### config.mk
export PLATFORM = sky130hd
export DESIGN_NAME = comparator_serial
export DESIGN_NICKNAME = d
export VERILOG_FILES = /design/src/rtl/comparator_serial.sv
export SDC_FILE = /design/constraint.sdc
export NUM_CORES = 1
export LEC_CHECK = 0
export BUFFER_PORTS_ARGS = -buffer_cell sky130_fd_sc_hd__buf_2
export CAP_MARGIN = 20
export CORE_ASPECT_RATIO = 0.9
export CORE_UTILIZATION = 23
export CTS_CLUSTER_DIAMETER = 50
export DETAILED_ROUTE_END_ITERATION = 8
export SLEW_MARGIN = 5
export SYNTH_ARGS = -nofsm -noshare
export SYNTH_HDL_FRONTEND = slang
export SYNTH_SLANG_ARGS = --single-unit
### constraint.sdc
create_clock -name clk -period 1.7 [get_ports clk]
set_input_delay 0.34 -clock clk [delete_from_list [all_inputs] [get_ports clk]]
set_output_delay 0.34 -clock clk [all_outputs]
set_load 0.05 [all_outputs]
### src/rtl/comparator_serial.sv
// Serial MSB-first magnitude comparator.
// Compares two WIDTH-bit operands DIGIT bits per clock, signed or unsigned,
// stopping at the first differing digit. Reports one-hot G/E/L plus the
// number of digits examined, behind a start/busy/done handshake.
//
// Handshake: start is sampled on a rising edge only while busy=0 (IDLE or
// DONE). An accepted start captures a, b and signed_mode and raises busy on
// that edge. done is a one-cycle pulse in the cycle after the deciding edge;
// G/E/L and digits_used are valid from done and hold until the next accepted
// start. start while busy=1 is ignored, nothing is queued.
module comparator_serial #(
  parameter  int WIDTH = 16,
  parameter  int DIGIT = 4,
  localparam int NDIG  = WIDTH / DIGIT,
  localparam int CW    = $clog2(NDIG + 1)
) (
  input  logic             clk,
  input  logic             rst,
  input  logic             start,
  input  logic             signed_mode,
  input  logic [WIDTH-1:0] a,
  input  logic [WIDTH-1:0] b,
  output logic             busy,
  output logic             done,
  output logic             G,
  output logic             E,
  output logic             L,
  output logic [CW-1:0]    digits_used,
  output logic [1:0]       dbg_state
);

  // Reject parameter sets that do not split into whole digits.
  if ((DIGIT < 1) || (DIGIT > WIDTH) || ((WIDTH % DIGIT) != 0)) begin : g_param_check
    $fatal(1, "comparator_serial: WIDTH must be a multiple of DIGIT and DIGIT <= WIDTH");
  end

  typedef enum logic [1:0] {
    S_IDLE = 2'd0,
    S_CMP  = 2'd1,
    S_DONE = 2'd2
  } state_t;

  state_t           state;
  logic [WIDTH-1:0] a_r;
  logic [WIDTH-1:0] b_r;
  logic [CW-1:0]    cnt;

  // Inverting both MSBs turns a two's-complement compare into an unsigned one,
  // so the digit datapath below never needs to know the mode.
  logic [WIDTH-1:0] msb_flip;
  logic [DIGIT-1:0] da;
  logic [DIGIT-1:0] db;
  logic             accept;
  logic             last;

  assign msb_flip  = WIDTH'(signed_mode) << (WIDTH - 1);
  assign da        = a_r[WIDTH-1 -: DIGIT];
  assign db        = b_r[WIDTH-1 -: DIGIT];
  assign accept    = start && (state != S_CMP);
  assign last      = (cnt == CW'(NDIG - 1));
  assign dbg_state = state;

  // Control FSM with registered outputs; operands shift left one digit per
  // cycle so the digit under test is always at the top of the registers.
  always_ff @(posedge clk) begin
    if (rst) begin
      state       <= S_IDLE;
      a_r         <= '0;
      b_r         <= '0;
      cnt         <= '0;
      busy        <= 1'b0;
      done        <= 1'b0;
      G           <= 1'b0;
      E           <= 1'b0;
      L           <= 1'b0;
      digits_used <= '0;
    end else if (accept) begin
      state       <= S_CMP;
      a_r         <= a ^ msb_flip;
      b_r         <= b ^ msb_flip;
      cnt         <= '0;
      busy        <= 1'b1;
      done        <= 1'b0;
      G           <= 1'b0;
      E           <= 1'b0;
      L           <= 1'b0;
      digits_used <= '0;
    end else begin
      case (state)
        S_CMP: begin
          if (da > db) begin
            G           <= 1'b1;
            digits_used <= cnt + CW'(1);
            state       <= S_DONE;
            busy        <= 1'b0;
            done        <= 1'b1;
          end else if (da < db) begin
            L           <= 1'b1;
            digits_used <= cnt + CW'(1);
            state       <= S_DONE;
            busy        <= 1'b0;
            done        <= 1'b1;
          end else if (last) begin
            E           <= 1'b1;
            digits_used <= CW'(NDIG);
            state       <= S_DONE;
            busy        <= 1'b0;
            done        <= 1'b1;
          end else begin
            cnt <= cnt + CW'(1);
            a_r <= a_r << DIGIT;
            b_r <= b_r << DIGIT;
          end
        end
        S_DONE: begin
          state <= S_IDLE;
          done  <= 1'b0;
        end
        default: begin
          state <= S_IDLE;
          busy  <= 1'b0;
          done  <= 1'b0;
        end
      endcase
    end
  end

endmodule

==> Yosys cells after proc, flatten, opt, wreduce, memory -nomap -nowiden <==
Index checks and enable logic that the tools add are counted.
{ "op_classes": {"n_bitwise": 6, "mux": 26, "eq_ne": 9, "n_lt_le_gt_ge": 2, "n_reduce_logical": 12, "n_addsub": 1} }
{ "ops": {"columns": ["op", "n"], "rows": [
  ["$mux 16", 10],
  ["$xor 16x16->16", 2],
  ["$reduce_and 4->1", 3],
  ["$mux 1", 9],
  ["$mux 3", 3],
  ["$ne 2x2->1 const B", 4],
  ["$mux 2", 3],
  ["$reduce_and 2->1", 3],
  ["$ne 5x5->1 const B", 1],
  ["$gt 4x4->1", 1],
  ["$lt 4x4->1", 1],
  ["$not 1->1", 4],
  ["$add 3x1->3 const B", 1],
  ["$eq 3x2->1 const B", 1],
  ["$reduce_and 3->1", 1],
  ["$reduce_bool 3->1", 1],
  ["$reduce_or 3->1", 1],
  ["$eq 2x1->1 const B", 1],
  ["$eq 2x2->1 const B", 1],
  ["$ne 2x1->1 const B", 1],
  ["$pmux 1 s2", 1],
  ["$reduce_bool 2->1", 1],
  ["$reduce_or 2->1", 1],
  ["$logic_and 1x1->1", 1]
]} }
{ "totals": {"ff_bits": 45, "input_bits": 36, "output_inout_bits": 10, "elab_cells": 67} }

==> Depth between registers and ports, before layout <==
{ "logic_depth": {"depth_word": 6, "ltp_mapped": 8} }

==> Worst setup path after synthesis <==
Ideal clock, no wire load.
{ "synth_path": {"kind": "reg2reg", "from": "register state[0] (netlist: dbg_state[0])", "to": "register cnt[2]", "path_stages_with_launch": 6, "setup_ps": 112, "t_arrival_ps": 1810, "synth_period_minus_slack_ps": 1922, "path_slack_ps": -222, "cell_sequence": "dfxtp_1 -> nand2b_1 -> nor4_1 -> buf_2 -> nor2_1 -> a2111oi_1"} }
{ "synth_via": {"elab_chain_cells": 3, "elab_cells_between_ends": 5, "cone_classes": "2 x eq/ne; 3 x reduce/logical"} }
{ "synth_lines": {"columns": ["element", "line_no", "text"], "rows": [
  ["from (decl)", "43", "state_t state;"],
  ["from (signal assigned)", "67", "state <= S_IDLE;"],
  ["from (signal assigned)", "78", "state <= S_CMP;"],
  ["from (signal assigned)", "94", "state <= S_DONE;"],
  ["$ne 2x1->1", "59", "assign accept = start && (state != S_CMP);"],
  ["$logic_and 1x1->1", "59", null],
  ["$reduce_or 2->1 (no source line)", null, null],
  ["to (signal assigned)", "110", "cnt <= cnt + CW'(1);"],
  ["to (decl)", "46", "logic [CW-1:0] cnt;"]
]} }
Several ways; a longest one is shown, not always the timed one.
A chain may end at the register's enable or synchronous reset.

==> Worst setup path in the final report <==
{ "layout_path": {"from": "register b_r[14]", "to": "register busy"} }
{ "layout_via": {"elab_chain_cells": 5, "elab_cells_between_ends": 8, "cone_classes": "2 x order compare; 1 x eq/ne; 4 x mux; 1 x reduce/logical"} }
{ "layout_lines": {"columns": ["element", "line_no", "text"], "rows": [
  ["from (decl)", "45", "logic [WIDTH-1:0] b_r;"],
  ["from (signal assigned)", "80", "b_r <= b ^ msb_flip;"],
  ["from (signal assigned)", "112", "b_r <= b_r << DIGIT;"],
  ["$lt 4x4->1", "97", "end else if (da < db) begin"],
  ["$mux 1", "97", null],
  ["$mux 1", "91", "if (da > db) begin"],
  ["$pmux 1 s2", "89", "case (state)"],
  ["$mux 1", "77", "end else if (accept) begin"],
  ["to (signal assigned)", "82", "busy <= 1'b1;"],
  ["to (signal assigned)", "95", "busy <= 1'b0;"],
  ["to (signal assigned)", "101", "busy <= 1'b0;"],
  ["to (decl)", "23", "output logic busy,"]
]} }
Several ways; a longest one is shown, not always the timed one.

==> impl_results.md <==
- Top Ports: 46
- Worst slew margin relative to its limit: 76.2%
- Wire length of the first global-routing pass: 8.20 mm
- Power per cell area: 900 nW/um^2
- Slowest cell on the critical path: sky130_fd_sc_hd__dfxtp_2
- Worst vdd ir: 0.384 mV
- Routed wirelength normalized by instance count: 14.0 um
- Vias per std cell: 4.76
- Cells along the critical path: inv_2, ha_4, buf_6, nor4b_4, buf_4, nor4_4, buf_4, buf_8, a221oi_2, nor2_1
- Multiplexer area fraction after synthesis: 1.14%
- Most instantiated flip-flop cell in the synthesis netlist: sky130_fd_sc_hd__dfxtp_1
- Post-synth cell types: 37
- Clock root cell: sky130_fd_sc_hd__clkbuf_8
- Outcome: finished with violations
- Setup repair after global routing missed its margin: yes
- Total grt overflow: 0
- Simple-gate portion of the synthesized area: 16.4%
- Worst Slack Setup Final: -0.114 ns
- Total vias in the final route: 1780
- Horizontal extent of the die: 97.1 um
- Bufs on Longest Clock Path: 2
- Most frequent cell after synthesis: sky130_fd_sc_hd__dfxtp_1
- HPWL after detailed placement: 3.45 mm
- Average size of a mapped cell: 8.79 um^2
- Synth warnings: 0
- Max-slew violation total from the final report: 0
- GRT Total Usage: 12.1%
- Post-synthesis adder-cell area fraction: 4.01%
- Synth Area in Compound Gates: 25.2%
- Highest Clock Rate: 0.551 GHz
- Post-route clock period utilization: 107%
- Tmin final: 1.81 ns
- Hold Vio Cnt, Final: 0
- Number of sinks driven by the clock tree: 44
- Syn Nets: 255
- Most frequent cells after synthesis: sky130_fd_sc_hd__dfxtp_1 (44), sky130_fd_sc_hd__a21oi_1 (36), sky130_fd_sc_hd__nand2_1 (34)
- Slowest cell delay on critical path: 0.34 ns
- Skew-Pair Late Insertion Delay: 0.30 ns
- Diode count: 0
- Die area: 8510 um^2
- Largest clock skew in the final design: 0.00848 ns
- Post-place instance area: 2380 um^2
- # setup viols final: 28
- Count of antenna-violating nets left after detailed routing: 0
- Number of standard-cell rows in the floorplan: 30
- Nets@finish: 320
- Dominant combinational cell family by area after synthesis: compound AO/OA/AOI/OAI gates
- Number of global-route vias before repair: 1727
- Largest net degree at the start of global routing: 34
- Drt initial violations: 58
- Clk pin slew, worst setup/hold paths: 0.09 ns
- PortBufs: 45
- Layout area overhead: 44.6%
- Chip height: 87.6 um
- Number of buffers inserted during clock tree synthesis: 5
- Sequential element share of the synthesized area: 47.0%
- Final RePlAce weighted congestion: 0.715
- Library cell occupying the most area in the post-synthesis netlist: sky130_fd_sc_hd__dfxtp_1
- Post-Synthesis Cell Area: 1870 um^2
- Critical path peak fanout: 6
- CTS tree: yes
- Required time of the critical path: 1.88 ns
- Crit path capture type: flop
- Number of maximum-capacitance constraint violations: 0
- Start-to-end type of the worst setup path: flop to flop
- Synth Area in XOR/XNOR: 1.40%
- Fraction of synthesis flops using an asynchronous set or reset pin: 0%
- Initial cell density of the core: 24.3%
- Count of unresolved DRC violations after routing: 0
- Crit start category: flop
- # fillers: 804
- Std-Cell Core Area: 7690 um^2
- Share of the synthesized area in the top cell type: 47.0%
- Number of flops mapped to enable cells by yosys: 0
- Initial antenna violation count: 0
- Number of instances in the synthesized netlist: 213
- Slew @ Worst Pin: 0.357 ns
- DRT Wirelength: 5.25 mm
- Violations in the final reports: setup timing
- Ranking of synthesized cells by area: sky130_fd_sc_hd__dfxtp_1 (47%), sky130_fd_sc_hd__a21oi_1 (9.6%), sky130_fd_sc_hd__a22oi_1 (9.6%), sky130_fd_sc_hd__nand2_1 (6.8%), sky130_fd_sc_hd__ha_1 (4.0%)
- Library cell appearing most often on the critical path: sky130_fd_sc_hd__buf_4
- Pleak: 1.04 nW
- H-tree depth reported by CTS: 2
- Reg-to-reg setup timing slack: -0.11 ns
- Flops & latches, synth: 44
- Worst slack after detailed placement: -0.131 ns
- Class of the worst hold path: primary input to flop
- DR pass1 iterations: 4
- CP arrival: 1.99 ns
- Fraction of layout cells with a size suffix above 1: 42.1%
- Final non-filler cell area: 2710 um^2
==> registers in the layout (all words and copies together) (netlist names) <==
signal,count
a_r,16
b_r,16
cnt,3
digits_used,3
E,1
G,1
L,1
busy,1
dbg_state,1
done,1
==> per-layer routing <==
layer / vias up / routed length, um / GRT usage, %
met5: - / 0 / 0
met4: 0 / 32 / 3.26
met3: 5 / 286 / 3.11
met2: 46 / 2380 / 19.1
met1: 833 / 2550 / 16.5
li1: 896 / - / -
==> final cells by class <==
type | count | area [um^2] | area share (%)
Clock buffer | 5 | 68.8 | 2.54
Timing Repair Buffer | 73 | 514 | 19.0
Clock inverter | 2 | 12.5 | 0.462
Tap cell | 96 | 120 | 4.44
Multi-Input combinational cell | 149 | 1080 | 40.0
Sequential cell | 44 | 890 | 32.9
Inverter | 5 | 18.8 | 0.693
==> metrics by stage <==
step                instances  hold WS [ns]  utilization (%)  power (W)  setup TNS [ns]
finish                    374         0.269             35.2    0.00244           -2.04
global route              374         0.278             35.2    0.00256           -4.58
CTS                       367         0.266             32.5    0.00236           -1.96
detailed placement        358         0.444             31.0    0.00170           -2.49
global placement          358         0.441             31.0    0.00169           -1.27
floorplan                 213         0.432                -    0.00149         -0.0783
==> report_power, final <==
group	switching [W]	leakage [nW]	internal, W
registers	0.0000481	0.363	0.00110
clock network	0.000369	0.0400	0.000279
logic	0.000340	0.641	0.000298
total	0.000758	1.04	0.00168
==> cell families (layout without fill, tap and decap cells) <==
kind of cell             after synthesis  count (layout)
AND/OR/NAND/NOR                       66              66
adder cells (fa/ha/maj)                6               6
buffers and inverters                 20              85
AO/OA/AOI/OAI                         72              72
XOR/XNOR                               3               3
multiplexers                           2               2
flip-flops                            44              44
==> final timing paths <==
| check | start | end | cells after the start |
|---|---|---|---|
| max | b_r[14] | busy | 10 |
| max reg2reg | b_r[14] | busy | 10 |
| min | a[2] | a_r[2] | 3 |
| min reg2reg | b_r[5] | b_r[5] | 2 |
==> worst max-delay path: cells and delay by family (launching register included) <==
kind | cells | cell delay (ns)
buffers and inverters | 5 | 0.64
and+or+nand+nor | 3 | 0.35
DFF | 1 | 0.34
AOI/OAI and AO/OA | 1 | 0.21
adders and majority gates | 1 | 0.15
==> placed cells by master, fill, tap and decap left out, types with 2 or more instances in the layout <==
cell                        n
sky130_fd_sc_hd__dfxtp_2    7
sky130_fd_sc_hd__nand3_1   10
sky130_fd_sc_hd__nor2b_1    2
sky130_fd_sc_hd__nand2_1   34
sky130_fd_sc_hd__nor2_1     5
sky130_fd_sc_hd__inv_2      4
sky130_fd_sc_hd__clkbuf_8   5
sky130_fd_sc_hd__buf_2     45
sky130_fd_sc_hd__a22oi_2   10
sky130_fd_sc_hd__nor3_1     4
sky130_fd_sc_hd__ha_1       2
sky130_fd_sc_hd__o211ai_1   2
sky130_fd_sc_hd__ha_4       4
sky130_fd_sc_hd__o21a_1     2
sky130_fd_sc_hd__buf_4     21
sky130_fd_sc_hd__a22oi_1   14
sky130_fd_sc_hd__a21oi_1   36
sky130_fd_sc_hd__xor2_1     2
sky130_fd_sc_hd__buf_12     4
sky130_fd_sc_hd__dfxtp_1   37
==> repair_timing <==
| item | in CTS | in global routing |
|---|---|---|
| buffers inserted | 2 | 5 |
| hold buffers | 0 | 0 |
| hold endpoints to repair | 0 | 0 |
| resized for setup | 4 | 29 |
| pin swaps | 2 | 13 |
| cloned | 0 | 2 |
| endpoints found under the setup margin | 32 | 40 |
Note: power is estimated with default switching activity, not from simulation.
